`src/rtl/lobby_bank_sequencer_pkg.sv`:
```
// lobby_bank_sequencer_pkg: shared state encoding and BCD nibble width.
package lobby_bank_sequencer_pkg;
  localparam int NIB_W = 4;
  typedef enum logic [2:0] {S_IDLE, S_FETCH, S_LOAD, S_SCAN, S_ACCUM, S_DONE} state_t;
endpackage

```
`src/rtl/lobby_pair_tracker.sv`:
```
// lobby_pair_tracker: registered best two-digit pair (first digit earlier than second) over a digit stream.
module lobby_pair_tracker
  import lobby_bank_sequencer_pkg::*;
(
  input  logic             clk,
  input  logic             rst,
  input  logic             clr,
  input  logic             dig_valid,
  input  logic [NIB_W-1:0] dig,
  output logic [6:0]       best,
  output logic             bad_digit
);
  logic [NIB_W-1:0] r_first;
  logic [6:0] r_best;
  logic r_seen;
  logic [NIB_W-1:0] w_d;
  logic [6:0] w_pair;
  assign w_d = (dig > 4'd9) ? 4'd0 : dig;
  assign w_pair = 7'(r_first) * 7'd10 + 7'(w_d);
  assign bad_digit = dig_valid && dig > 4'd9;
  assign best = r_best;
  always_ff @(posedge clk or posedge rst)
    if (rst) begin
      r_first <= '0;
      r_best <= '0;
      r_seen <= 1'b0;
    end else if (clr) begin
      r_first <= '0;
      r_best <= '0;
      r_seen <= 1'b0;
    end else if (dig_valid) begin
      if (r_seen && w_pair > r_best) r_best <= w_pair;
      if (w_d > r_first) r_first <= w_d;
      r_seen <= 1'b1;
    end
endmodule

```
`src/rtl/lobby_bank_sequencer.sv`:
```
// lobby_bank_sequencer: streams each ROM bank through one shared pair tracker and sums the bank values.
module lobby_bank_sequencer
  import lobby_bank_sequencer_pkg::*;
#(
  parameter int DIGITS   = 100,
  parameter int BANKS    = 200,
  parameter int ADDR_W   = 8,
  parameter int RESULT_W = 15
) (
  input  logic                      clk,
  input  logic                      rst,
  input  logic                      start,
  output logic                      mem_rd,
  output logic [ADDR_W-1:0]         mem_addr,
  input  logic [NIB_W*DIGITS-1:0]   mem_data,
  output logic                      bank_valid,
  output logic [6:0]                bank_value,
  output logic                      busy,
  output logic                      finished,
  output logic [RESULT_W-1:0]       result,
  output logic                      err
);
  localparam int CNT_W = $clog2(DIGITS + 1);
  state_t r_state;
  logic [NIB_W*DIGITS-1:0] r_shift;
  logic [CNT_W-1:0] r_cnt;
  logic [ADDR_W-1:0] r_bank;
  logic [RESULT_W-1:0] r_result;
  logic r_rd, r_valid, r_busy, r_fin, r_err;
  logic w_bad;
  lobby_pair_tracker u_trk (
    .clk       (clk),
    .rst       (rst),
    .clr       (r_state == S_LOAD),
    .dig_valid (r_state == S_SCAN),
    .dig       (r_shift[NIB_W*DIGITS-1 -: NIB_W]),
    .best      (bank_value),
    .bad_digit (w_bad)
  );
  assign mem_rd = r_rd;
  assign mem_addr = r_bank;
  assign bank_valid = r_valid;
  assign busy = r_busy;
  assign finished = r_fin;
  assign result = r_result;
  assign err = r_err;
  // Outputs are set on the transition into the state that owns them, so they line up with that state.
  always_ff @(posedge clk or posedge rst)
    if (rst) begin
      r_state <= S_IDLE;
      r_shift <= '0;
      r_cnt <= '0;
      r_bank <= '0;
      r_result <= '0;
      r_rd <= 1'b0;
      r_valid <= 1'b0;
      r_busy <= 1'b0;
      r_fin <= 1'b0;
      r_err <= 1'b0;
    end else begin
      case (r_state)
        S_IDLE, S_DONE: if (start) begin
          r_state <= S_FETCH;
          r_result <= '0;
          r_err <= 1'b0;
          r_bank <= '0;
          r_rd <= 1'b1;
          r_busy <= 1'b1;
          r_fin <= 1'b0;
        end
        S_FETCH: begin
          r_rd <= 1'b0;
          r_state <= S_LOAD;
        end
        S_LOAD: begin
          r_shift <= mem_data;
          r_cnt <= '0;
          r_state <= S_SCAN;
        end
        S_SCAN: begin
          r_shift <= r_shift << NIB_W;
          r_cnt <= r_cnt + 1'b1;
          r_err <= r_err | w_bad;
          if (r_cnt == CNT_W'(DIGITS - 1)) begin
            r_valid <= 1'b1;
            r_state <= S_ACCUM;
          end
        end
        S_ACCUM: begin
          r_valid <= 1'b0;
          r_result <= r_result + RESULT_W'(bank_value);
          if (r_bank == ADDR_W'(BANKS - 1)) begin
            r_busy <= 1'b0;
            r_fin <= 1'b1;
            r_state <= S_DONE;
          end else begin
            r_bank <= r_bank + 1'b1;
            r_rd <= 1'b1;
            r_state <= S_FETCH;
          end
        end
        default: r_state <= S_IDLE;
      endcase
    end
endmodule

```
`config.mk`:
```
export PLATFORM = sky130hd
export DESIGN_NAME = lobby_bank_sequencer
export DESIGN_NICKNAME = d
export VERILOG_FILES = /design/src/rtl/lobby_bank_sequencer_pkg.sv /design/src/rtl/lobby_pair_tracker.sv /design/src/rtl/lobby_bank_sequencer.sv
export SDC_FILE = /design/constraint.sdc
export NUM_CORES = 1
export LEC_CHECK = 0
export BUFFER_PORTS_ARGS = -buffer_cell sky130_fd_sc_hd__buf_2
export CORE_MARGIN = 8
export CORE_UTILIZATION = 35
export DETAILED_ROUTE_END_ITERATION = 7
export SYNTH_ARGS = -nofsm -noshare
export SYNTH_HDL_FRONTEND = slang
export SYNTH_SLANG_ARGS = --single-unit
```
`constraint.sdc`:
```
create_clock -name clk -period 19.32 [get_ports clk]
set_input_delay 1.932 -clock clk [delete_from_list [all_inputs] [get_ports clk]]
set_output_delay 1.932 -clock clk [all_outputs]
set_load 0.02 [all_outputs]
```
# After elaboration in Yosys (flattened, before gate mapping)
# Index checks and enable logic that the tools add are counted.
# W data, S select, Z words.
word_totals:
  word_cells: 84
  reg_bits: 450
  inputBits: 403
classes:
  eq_ne: 11
  mux: 31
  bitwise_logic: 1
  n_mul: 1
  n_lt_le_gt_ge: 3
  reduce_logical: 20
  add_sub_neg: 4
ops:
  columns: ["operator", "n"]
  rows:
  - ["$pmux W400 S2", 1]
  - ["$pmux W15 S2", 1]
  - ["$mux W7", 3]
  - ["$mux W4", 4]
  - ["$mux W8", 2]
  - ["$pmux W8 S2", 1]
  - ["$add A15 B7 Y15", 1]
  - ["$mux W15", 1]
  - ["$pmux W3 S5", 1]
  - ["$pmux W7 S2", 1]
  - ["$reduce_and A2 Y1", 6]
  - ["$reduce_bool A2 Y1", 6]
  - ["$mux W3", 3]
  - ["$reduce_and A3 Y1", 3]
  - ["$add A8 B1 Y8 const B", 1]
  - ["$eq A8 B8 Y1 const B", 1]
  - ["$mux W1", 8]
  - ["$ne A2 B2 Y1 const B", 4]
  - ["$pmux W1 S2", 4]
  - ["$add A7 B1 Y7 const B", 1]
  - ["$add A7 B4 Y7", 1]
  - ["$eq A7 B7 Y1 const B", 1]
  - ["$gt A7 B7 Y1", 1]
  - ["$eq A3 B2 Y1 const B", 2]
  - ["other kinds (11)", 13]

# Longest topological paths before layout
logic_depth:
  depth_word: 8
  depth_mapped: 12
  mapped_depth_nobuf: 12

# Modules after synthesis
# From an unflattened synthesis, not the netlist that was laid out.
hier_totals:
  cells_unflattened: 2073
  hier_area_um2: 21236.6
modules_own_cells:
  columns: ["mod", "cells_each", "area_per_inst_um2", "n_inst"]
  rows:
  - ["lobby_bank_sequencer", 1954, 20146.8, 1]
  - ["lobby_pair_tracker", 119, 1089.8, 1]

# Worst setup path after synthesis
# OpenSTA, ideal clock, no wires.
synth_path:
  kind: "flip-flop to flip-flop"
  start: "register u_trk.r_first[1]"
  end: "register u_trk.r_best[2], in the netlist u_trk.best[2]"
  arrival_time_ns: 2.897
  path_stages_with_launch: 12
  path_slack_ns: 16.286
  synth_period_minus_slack_ns: 3.034
  setup_time_ns: 0.137
  cell_sequence: "dfrtp_1 > ha_1 > ha_1 > fa_1 > o2111ai_1 > xnor2_1 > ha_1 > nand4_1 > a21oi_1 > o31ai_4 > mux2i_1 > o22ai_1"
synth_via:
  elab_chain_cells: 6
synth_rtl:
  columns: ["element", "line", "text"]
  rows:
  - ["from (decl)", "lobby_pair_tracker.sv:13", "logic [NIB_W-1:0] r_first;"]
  - ["from (signal assigned)", "lobby_pair_tracker.sv:33", "if (w_d > r_first) r_first <= w_d;"]
  - ["$mul A4 B3 Y6 *", "lobby_pair_tracker.sv:19", "assign w_pair = 7'(r_first) * 7'd10 + 7'(w_d);"]
  - ["$add A7 B4 Y7 *", "lobby_pair_tracker.sv:19", null]
  - ["$gt A7 B7 Y1", "lobby_pair_tracker.sv:32", "if (r_seen && w_pair > r_best) r_best <= w_pair;"]
  - ["$logic_and A1 B1 Y1", "lobby_pair_tracker.sv:32", null]
  - ["$reduce_bool A2 Y1 (no source line)", null, null]
  - ["$reduce_and A2 Y1 (no source line)", null, null]
  - ["to (signal assigned)", "lobby_pair_tracker.sv:32", null]
  - ["to (decl)", "lobby_pair_tracker.sv:14", "logic [6:0] r_best;"]
# Every way passes the cells marked *; elsewhere a longest branch is shown, timed or not. The select of a mux whose other input is x is not followed.
# A chain may end at the register's enable or synchronous reset.

# Final worst setup path
layout_path:
  start: "register r_state[1]"
  end: "register r_shift[250]"
layout_via:
  elab_chain_cells: 2
layout_rtl:
  columns: ["element", "line", "text"]
  rows:
  - ["from (decl)", "lobby_bank_sequencer.sv:24", "state_t r_state;"]
  - ["from (signal assigned)", "lobby_bank_sequencer.sv:50", "r_state <= S_IDLE;"]
  - ["from (signal assigned)", "lobby_bank_sequencer.sv:63", "r_state <= S_FETCH;"]
  - ["from (signal assigned)", "lobby_bank_sequencer.sv:73", "r_state <= S_LOAD;"]
  - ["$eq A3 B2 Y1", "lobby_bank_sequencer.sv:61", "case (r_state)"]
  - ["$pmux W400 S2 or $reduce_bool A2 Y1 (tied branches)", null, null]
  - ["to (signal assigned)", "lobby_bank_sequencer.sv:76", "r_shift <= mem_data;"]
  - ["to (signal assigned)", "lobby_bank_sequencer.sv:81", "r_shift <= r_shift << NIB_W;"]
  - ["to (decl)", "lobby_bank_sequencer.sv:25", "logic [NIB_W*DIGITS-1:0] r_shift;"]
# Several ways; a longest one is shown, not always the timed one.

==> key figures <==
Final layout
  – Multi-input gate area: 9250 um^2
  – Layout Cells excl Fill: 3253
  – Fraction of layout cells with a size suffix above 1: 22.3%
  – Syn-to-layout area delta: 21.2%
  – Final #Nets: 2858
  – Fill cells: 5765
  – Final core occ: 42.8%
  – Register area: 11300 um^2

STA
  – Layout Skew: 0.0160 ns
  – RSZ-0062 raised after global routing: no
  – Final min period: 5.73 ns
  – Period Utilization, post-route: 29.7%
  – Fmax: 0.174 GHz
  – Least-Margin Pin Slew: 1.25 ns
  – Slew Limit Fails: 0
  – Worst slew margin: 16.4%
  – Final hold violation count: 0
  – Finish-stage setup viols: 0
  – Post-route setup TNS: 0 ns

Critical path
  – Crit-path max cell delay: 1.02 ns
  – Buf/Inv on CP: 5
  – CP dominant cell by count: buf_4
  – R2R Path End: r_shift[250]
  – Largest delay share family, worst path: buffers and inverters
  – R2r startpoint: r_state[1]
  – CP max-delay cell: buf_4
  – Crit-path max FO: 128
  – Worst Path Arrival: 6.12 ns
  – Critical Path Sink Type: register
  – FF-to-FF path depth: 7
  – WS Path Type: register to register
  – CP Launch Type: register
  – Crit path cell chain: nor2b_4, buf_4, buf_4, buf_4, buf_4, buf_4, a21oi_1
  – Worst path required time: 19.70 ns
  – Register-to-register setup slack: 13.59 ns

Clocking
  – CTS resizes: 0
  – Post-CTS Setup Inserts: 0
  – H-tree Lvls: 2
  – Clock Path Buffers: 3
  – CTS buffer count: 51
  – Clk_lat worst skew: 0.57 ns
  – Num Clock Sinks: 450
  – CTS tree: done
  – CTS Root Cell: clkbuf_16
  – CTS Hold Bufs: 0
  – Reg clk slew, reported paths: 0.06 ns

Die
  – Die width: 262 um
  – Core Region: 60100 um^2
  – Die Y: 262 um
  – Starting Density: 35.3%
  – Die area: 68800 um^2
  – Num rows: 90
  – IO Pins: 438

Worst hold path
  – Hold Startpoint: result[14]
  – Hold depth: 1
  – Min-delay worst type: register to register
  – Hold EP: result[14]

Outcome
  – Status: finished clean

Route
  – Drt first pass iters: 4
  – Via count: 15.9k
  – Initial DRC Count: 1020
  – Post-Route WL: 56100 um
  – WL per Instance: 17.3 um
  – DRC: 0
  – DRT antenna net count: 0
  – Drt via density: 4.90

Synth
  – Synth Area in Compound Gates: 11.9%
  – Synth top area share: 53.0%
  – Synth warn: 0
  – Cell taking the most area after synthesis: dfrtp_1
  – EDFF count, synth: 0
  – Post-synthesis simple-gate area fraction: 9.85%
  – Synthesized-area fraction occupied by adder cells: 1.86%
  – Largest cells by area after synthesis: dfrtp_1 53%, mux2i_1 19%, a21oi_1 9.8%
  – Post-synthesis mux area share: 19.3%
  – Syn Inst Count: 2063
  – Synth Area per Inst: 10.3 um^2
  – Sequential area share after synthesis: 53.0%
  – XOR/XNOR Fraction of Synth Area: 0.578%
  – Dominant synthesized flop cell: dfrtp_1
  – Post-synth ARST share: 100%
  – Mapped Nets: 2495
  – Flip-flop and latch count after synthesis: 450
  – Combinational family with the most area after synthesis: multiplexers
  – Yosys cell types: 50
  – Cell Area, Synth: 21200 um^2

GRT
  – Initial antenna violation count: 4
  – Total GRT Usage: 15.7%
  – Largest net degree at the start of global routing: 270
  – First-pass GRT wire length: 89700 um
  – Vias in the first global route: 16.4k
  – Grt total ovfl: 0

Power
  – Internal: 2110 uW
  – Switching share of power: 28.8%
  – Leak Pwr: 0.0149 uW
  – Max VDD drop: 74.1 uV
  – Combinational power share: 21.0%
  – Clock network power share: 34.7%
  – Sequential power share: 44.3%
  – Switching pwr: 854 uW
  – Power per Cell Area: 115 nW/um^2

Job
  – Number of max-cap violations: 0

Place
  – Port Buffers: 437
  – Total placed cells including tap cells: 3155
  – DP HPWL: 40000 um
  – Final Wtd Congestion: 0.796
## per-stage QoR
stage,power (uW),instance area (um^2),hold WS [ns],worst slack (ns)
global placement,1920,23900,0.462,13.94
CTS,3010,25700,0.479,13.74
floorplan,1760,21200,0.446,4.85
global route,3150,25700,0.515,13.08
detailed placement,1960,23900,0.460,13.76
finish,2960,25700,0.473,13.59
## sequential cells by signal, summed over array words and instances (netlist names), 3 cells and up
register,cells
r_shift,400
result,15
mem_addr,8
r_cnt,7
u_trk.best,7
u_trk.r_first,4
r_state,3
## per-layer routing
layer	GRT usage, %	share of wire (%)	vias up
li1	-	-	7932
met1	19.7	44	7627
met2	26.1	48	292
met3	4.52	6.2	81
met4	4.72	2.2	0
met5	0	0	-
## cells in the mapped netlist (3+ instances only)
master,instances
nand3_1,22
xnor2_1,6
nand4_1,5
a21oi_1,415
nor2b_1,6
o211ai_1,6
o22ai_1,6
inv_1,18
and3_1,4
o21ai_0,27
fa_1,3
mux2i_1,410
nand2_1,53
clkbuf_1,34
nor3b_1,3
ha_1,26
buf_1,12
buf_2,95
a21o_1,5
xor2_1,8
nor2_1,409
nor3_1,5
dfrtp_1,450
## how the worst max path moves through the flow
stage	startpoint	end	slack (ns)	cells past startpoint
after detailed placement	r_state[1]	r_shift[204]	13.76	7
after global placement	r_state[1]	r_shift[171]	13.94	7
after floorplan	rst	bank_valid	4.85	1
after global routing	r_state[1]	r_shift[251]	13.08	8
final	r_state[1]	r_shift[250]	13.59	7
after CTS	r_state[1]	r_shift[250]	13.74	7
## worst register-to-register path, delay by kind of cell (launching register included)
family / cells / cell delay [ns]
AOI/OAI and AO/OA: 1 / 0.24
buffers and inverters: 5 / 4.52
and+or+nand+nor: 1 / 0.21
DFF: 1 / 0.57
## cell usage in the layout, fill, tap and decap left out, types with 5 or more instances in the layout
cell	count
a21o_1	5
a21oi_1	415
buf_2	437
buf_4	12
bufinv_16	7
clkbuf_1	7
clkbuf_16	52
clkbuf_8	12
clkinv_2	10
dfrtp_1	449
ha_1	26
inv_1	17
mux2i_1	410
nand2_1	53
nand3_1	22
nand4_1	5
nor2_1	409
nor2b_1	5
nor3_1	5
o211ai_1	6
o21ai_0	27
o22ai_1	6
xnor2_1	6
xor2_1	8
## final cells by class
| cell class | instances | share of cell area, % |
|---|---|---|
| inverters | 19 | 0.306 |
| repair buffers | 452 | 9.08 |
| diodes | 4 | 0.0389 |
| clock buffers | 71 | 5.80 |
| multi-input cells | 1452 | 35.9 |
| flip-flops and latches | 450 | 43.8 |
| clock inverters | 23 | 1.24 |
| well taps | 782 | 3.80 |
## logic make-up after synthesis
family	after synthesis
AND/OR/NAND/NOR	519
XOR/XNOR	14
AO/OA/AOI/OAI	479
adder cells (fa/ha/maj)	30
multiplexers	410
buffers and inverters	161
flip-flops	450
## power groups by stage
stage	clock network (uW)	registers (uW)	logic, uW
2_1_floorplan	0	1290	464
4_1_cts	1060	1310	634
3_5_place_dp	0	1330	632
5_1_grt	1100	1340	708
6_report	1030	1310	622
3_3_place_gp	0	1320	604
(Power assumes the default switching activity.)
